**config.mk**
```make
export PLATFORM = sky130hd
export DESIGN_NAME = if_id_pipe_chain
export DESIGN_NICKNAME = d
export VERILOG_FILES = /design/src/rtl/if_id_pipe_chain.sv
export SDC_FILE = /design/constraint.sdc
export NUM_CORES = 1
export LEC_CHECK = 0
export CAP_MARGIN = 20
export CORE_ASPECT_RATIO = 0.8
export CORE_MARGIN = 4
export CORE_UTILIZATION = 43
export CTS_CLUSTER_DIAMETER = 150
export DETAILED_ROUTE_END_ITERATION = 10
export GPL_ROUTABILITY_DRIVEN = 0
export MAX_ROUTING_LAYER = met4
export PLACE_DENSITY = 0.8
export REMOVE_ABC_BUFFERS = 1
export SYNTH_ARGS = -nofsm -noshare
export SYNTH_HDL_FRONTEND = slang
export SYNTH_SLANG_ARGS = --single-unit
export TNS_END_PERCENT = 1
```
**constraint.sdc**
```tcl
create_clock -name clk_i -period 3 [get_ports clk_i]
set_clock_uncertainty 0.1 [all_clocks]
set_input_delay 0.45 -clock clk_i [delete_from_list [all_inputs] [get_ports clk_i]]
set_output_delay 0.45 -clock clk_i [all_outputs]
set_load 0.005 [all_outputs]
```
**src/rtl/if_id_pipe_chain.sv**
```systemverilog
// Fetch->decode register chain of DEPTH stages with global stall/flush and
// saturating perf counters for flushed instructions and stalled-valid cycles.
module if_id_pipe_chain #(
  parameter int                PC_W     = 32,
  parameter int                INST_W   = 32,
  parameter int                DEPTH    = 1,
  parameter logic [INST_W-1:0] NOP_INST = {INST_W{1'b0}},
  parameter int                CNT_W    = 16
) (
  input  logic              clk_i,
  input  logic              rst_i,
  input  logic [PC_W-1:0]   addedPC_i,
  input  logic [INST_W-1:0] inst_i,
  input  logic              valid_i,
  input  logic              stall_i,
  input  logic              flush_i,
  output logic [PC_W-1:0]   addedPC_o,
  output logic [INST_W-1:0] inst_o,
  output logic              valid_o,
  output logic [CNT_W-1:0]  flush_cnt_o,
  output logic [CNT_W-1:0]  stall_cnt_o
);

  if (DEPTH < 1 || DEPTH > 4) begin : g_depth_check
    $error("if_id_pipe_chain: DEPTH must be in 1..4");
  end

  if (CNT_W < 3) begin : g_cnt_check
    $error("if_id_pipe_chain: CNT_W must be at least 3");
  end

  typedef enum logic [1:0] {
    OP_ADVANCE = 2'd0,
    OP_STALL   = 2'd1,
    OP_FLUSH   = 2'd2
  } op_e;

  logic              valid_r [DEPTH];
  logic [PC_W-1:0]   pc_r    [DEPTH];
  logic [INST_W-1:0] inst_r  [DEPTH];
  logic [CNT_W-1:0]  flush_cnt_r;
  logic [CNT_W-1:0]  stall_cnt_r;

  op_e               op_s;
  logic [PC_W-1:0]   cap_pc_s;
  logic [INST_W-1:0] cap_inst_s;
  logic [2:0]        valid_cnt_s;
  logic [2:0]        flush_add_s;
  logic              stall_hit_s;

  // Saturating add of a small increment; the result never wraps past all-ones.
  function automatic logic [CNT_W-1:0] sat_add(input logic [CNT_W-1:0] cnt,
                                               input logic [2:0]       inc);
    logic [CNT_W:0] sum;
    sum = {1'b0, cnt} + {{(CNT_W-2){1'b0}}, inc};
    if (sum > {1'b0, {CNT_W{1'b1}}}) begin
      sat_add = {CNT_W{1'b1}};
    end else begin
      sat_add = sum[CNT_W-1:0];
    end
  endfunction

  // Per-edge operation: flush beats stall, stall beats advance.
  always_comb begin
    if (flush_i) begin
      op_s = OP_FLUSH;
    end else if (stall_i) begin
      op_s = OP_STALL;
    end else begin
      op_s = OP_ADVANCE;
    end
  end

  // Capture value for stage 0; an invalid fetch slot enters as a clean bubble.
  always_comb begin
    if (valid_i) begin
      cap_pc_s   = addedPC_i;
      cap_inst_s = inst_i;
    end else begin
      cap_pc_s   = {PC_W{1'b0}};
      cap_inst_s = NOP_INST;
    end
  end

  // Number of real instructions a flush would squash this edge (stages plus fetch slot).
  always_comb begin
    valid_cnt_s = 3'd0;
    for (int k = 0; k < DEPTH; k++) begin
      valid_cnt_s = valid_cnt_s + {2'b00, valid_r[k]};
    end
    flush_add_s = valid_cnt_s + {2'b00, valid_i};
    stall_hit_s = (op_s == OP_STALL) && valid_r[DEPTH-1];
  end

  // Stage chain registers.
  always_ff @(posedge clk_i or negedge rst_i) begin
    if (!rst_i) begin
      for (int k = 0; k < DEPTH; k++) begin
        valid_r[k] <= 1'b0;
        pc_r[k]    <= {PC_W{1'b0}};
        inst_r[k]  <= NOP_INST;
      end
    end else begin
      case (op_s)
        OP_FLUSH: begin
          for (int k = 0; k < DEPTH; k++) begin
            valid_r[k] <= 1'b0;
            pc_r[k]    <= {PC_W{1'b0}};
            inst_r[k]  <= NOP_INST;
          end
        end
        OP_ADVANCE: begin
          valid_r[0] <= valid_i;
          pc_r[0]    <= cap_pc_s;
          inst_r[0]  <= cap_inst_s;
          for (int k = 1; k < DEPTH; k++) begin
            valid_r[k] <= valid_r[k-1];
            pc_r[k]    <= pc_r[k-1];
            inst_r[k]  <= inst_r[k-1];
          end
        end
        default: begin
          for (int k = 0; k < DEPTH; k++) begin
            valid_r[k] <= valid_r[k];
            pc_r[k]    <= pc_r[k];
            inst_r[k]  <= inst_r[k];
          end
        end
      endcase
    end
  end

  // Perf counters; a combined flush+stall edge counts only as a flush.
  always_ff @(posedge clk_i or negedge rst_i) begin
    if (!rst_i) begin
      flush_cnt_r <= {CNT_W{1'b0}};
      stall_cnt_r <= {CNT_W{1'b0}};
    end else begin
      if (op_s == OP_FLUSH) begin
        flush_cnt_r <= sat_add(flush_cnt_r, flush_add_s);
      end else begin
        flush_cnt_r <= flush_cnt_r;
      end
      if (stall_hit_s) begin
        stall_cnt_r <= sat_add(stall_cnt_r, 3'd1);
      end else begin
        stall_cnt_r <= stall_cnt_r;
      end
    end
  end

  assign valid_o     = valid_r[DEPTH-1];
  assign addedPC_o   = pc_r[DEPTH-1];
  assign inst_o      = inst_r[DEPTH-1];
  assign flush_cnt_o = flush_cnt_r;
  assign stall_cnt_o = stall_cnt_r;

endmodule
```
==> results.md <==
- Status: complete, no violations
- Asr flop ratio synth: 100%
- Final Hold Fails: 0
- Pin count of the biggest net entering global routing: 66
- Via count: 3355
- Pre-CTS setup slack: roughly 0.27 ns
- Int Pwr: about 2500 uW
- Finish-stage setup viols: 0
- Slowest cell delay on critical path: 0.54 ns
- Reg power frac: 45.9%
- Post-synth EDFFs: 0
- Initial antenna violation count: 0
- Remaining Overflow, GRT: 0
- Root buf cell: clkbuf_16
- Placed cells: slightly below 600
- Fin area: 6110 sq um
- Register area share after synthesis: roughly three fifths
- Critical Path Start Type: primary input
- Via-per-instance ratio: approximately 5.5
- Max Cap Viol: 0
- CTS tree: done
- Post-CTS Hold Buffers: 0
- # clock sinks: 97
- Fin crit share: 78.6%
- Yosys warnings: 0
- DIE WIDTH: about 120 um
- Clk Latency, worst-skew pair: roughly 0.33 ns
- ANT cells: 0
- Switching share of power: 27.9%
- Clock-pin slew on the worst setup and hold paths: approximately 0.07 ns
- Final min period: 2.36 ns
- H-tree Lvls: 3
- Setup Buffers After CTS: 0
- Row count: 31
- Critical path peak fanout: 14
- Die height: roughly 95 um
- WP data arrival: around 2.4 ns
- Worst vdd ir: 0.000237 V
- CTS resizes: 0
- Syn Inst Count: between 300 and 400
- Slew Viols, Final: 0
- Main flop type after synthesis: dfrtp_1
- Dpl cell area: just under 6000 sq um
- Vias in the first global route: about 3.5k
- Setup ws final: about 0.64 ns
- Relative slew margins: a little under three fifths
- DRC violations left: 0
- Share of cells above drive strength 1: approximately 8.2%
- First-pass GRT wire length: roughly 18000 um
- Hold Crit Class: in -> async
- Routed len/inst: between 15 and 20 um
- Critical path class: in -> reg
- Crit path buf inv count: 1
- IO buf count: about 170
- I/O pin cnt: 166
- Die area: around 11000 sq um
- Final non-filler cell total: 612
- Data required, critical path: a little over 3 ns
- Pwr per Cell Area: 568 nW/um^2
- Mapped cell area: 4070 sq um
- Post-route ant nets: 0
- Num CTS Buffers: 9
- Final setup TNS: 0 ns
- Achievable frequency: between 400 and 500 MHz
- Sw Pwr: ~970 uW
- Fin nets: 566
- GRT Util Overall: between 20% and 30%
- RSZ-0062 raised after global routing: no
- Initial Util: roughly 44%
- Area contributors post-synth: dfrtp_1 (60%), a22o_1 (14%), nand3_1 (1.8%)
- DRT Pass-1 Iters: 4
- Post-Route WL: between 10000 and 15000 um
- Worst setup EP type: register
- P_leak: 0.00267 uW
- Top Family by Delay on Critical Path: simple AND/OR/NAND/NOR gates
- Top-area cell type share of the netlist area: about three fifths
- Core Region: 9150 sq um
- Ordered list of cells on the worst path: clkdlybuf4s50_1 -> fa_1 -> ha_1 -> nand4_4 -> or3_1 -> nand3_1
- Seq cells post-synth: 97
- Clock power frac: between 30 and 40%
- Clk buf depth: 2
- Synth area leader: dfrtp_1
- Detailed Route Iter0 Violations: approximately 150
- Synth cell types: between 40 and 50
- Slew @ Worst Pin: 0.656 ns
- Syn-to-layout area delta: 50.4%
- Combinational cell fraction of total power: a little over 20%
- CP max stage cell: or3_1
- Post-DP HPWL: around 7900 um
- Final core area utilization: around two thirds
- Post-Syn Area per Cell: 12.2 sq um
[cell usage in the layout (no fill, tap or decap), types with 3 or more instances in the layout]
| master | n |
|---|---|
| a31oi_1 | 5 |
| mux2_2 | 3 |
| dfrtp_1 | 97 |
| nand2_2 | 9 |
| clkbuf_16 | 9 |
| clkdlybuf4s50_1 | 164 |
| xor2_1 | 6 |
| nand2_1 | 10 |
| inv_1 | 5 |
| nor2_1 | 13 |
| nand4_1 | 8 |
| ha_1 | 4 |
| o21ai_0 | 9 |
| a21oi_1 | 8 |
| nor3_1 | 11 |
| a41oi_1 | 3 |
| nand3_1 | 15 |
| nor4_1 | 4 |
| a22o_1 | 64 |
| a211oi_1 | 4 |
| and3_1 | 4 |
| buf_4 | 5 |
| or3_1 | 7 |
[power groups by stage]
stage               registers, uW  clock network, uW  logic (uW)
detailed placement           1620                  0         713
global placement             1610                  0         692
CTS                          1590               1210         719
floorplan                    1590                  0         273
global route                 1620               1250         781
finish                       1590               1170         702
[Yosys cell counts (all sizes together), types with 2 or more instances]
master,instances
nand3,16
mux2,3
nand2,19
clkbuf,15
a21oi,8
a31oi,5
ha,4
a22o,64
inv,5
xor2,6
or3,7
nor4,5
and4,2
nand4,10
a41oi,3
nor2,13
nor3,11
a211oi,4
o21ai,9
mux2i,2
o31ai,2
and3,4
and2,2
dfrtp,97
buf,7
[flip-flops by register name, summed over array words and instances, names as in the netlist]
register / cells
addedPC_o: 32
inst_o: 32
valid_o: 1
flush_cnt_o: 16
stall_cnt_o: 16
[final timing paths]
kind / slack, ns / startpoint / end / depth (start not counted)
max in group asynchronous: 2.11 / rst_i / addedPC_o[6] / 2
worst min-delay path: 0.009 / rst_i / flush_cnt_o[11] / 1
min in group clk_i: 0.41 / inst_o[13] / inst_o[13] / 1
worst max-delay path: 0.64 / valid_i / flush_cnt_o[10] / 6
worst max register to register: 0.79 / valid_o / flush_cnt_o[10] / 5
worst min register to register: 0.41 / inst_o[13] / inst_o[13] / 1
[area by class of cell]
| cell class | count | area, sq um |
|---|---|---|
| fill | 722 | 3040 |
| tap | 115 | 144 |
| sequential | 97 | 2430 |
| clock buffer | 10 | 229 |
| clock inverter | 6 | 73.8 |
| inverter | 5 | 18.8 |
| timing repair buffer | 171 | 1720 |
| multi-input combinational | 208 | 1500 |
[cell families (layout without fill, tap and decap cells)]
logic type / after synthesis / in the layout / share of synthesized area [%]
AO/OA/AOI/OAI: 96 / 96 / 18.6
XOR/XNOR: 7 / 7 / 1.51
adder cells (fa/ha/maj): 5 / 5 / 1.72
buffers and inverters: 27 / 192 / 3.48
flip-flops: 97 / 97 / 59.7
multiplexers: 5 / 5 / 1.32
AND/OR/NAND/NOR: 95 / 95 / 13.6
[per-layer routing]
metal | routed length (um) | part of all wire, % | global-route usage [%] | vias up
met5 | 0 | 0 | - | -
met4 | 124 | 1.1 | 6.30 | 0
met3 | 656 | 6.0 | 6.21 | 8
met2 | 5420 | 50 | 31.8 | 113
met1 | 4710 | 43 | 28.3 | 1663
li1 | - | - | - | 1571
[stage by stage]
stage	hold WS (ns)	total power [uW]
final	0.00929	3470
after CTS	0.0288	3520
after detailed placement	0.390	2330
after global placement	0.383	2300
after floorplan	0.0544	1860
after global routing	0.0517	3660
(Power assumes the default switching activity.)
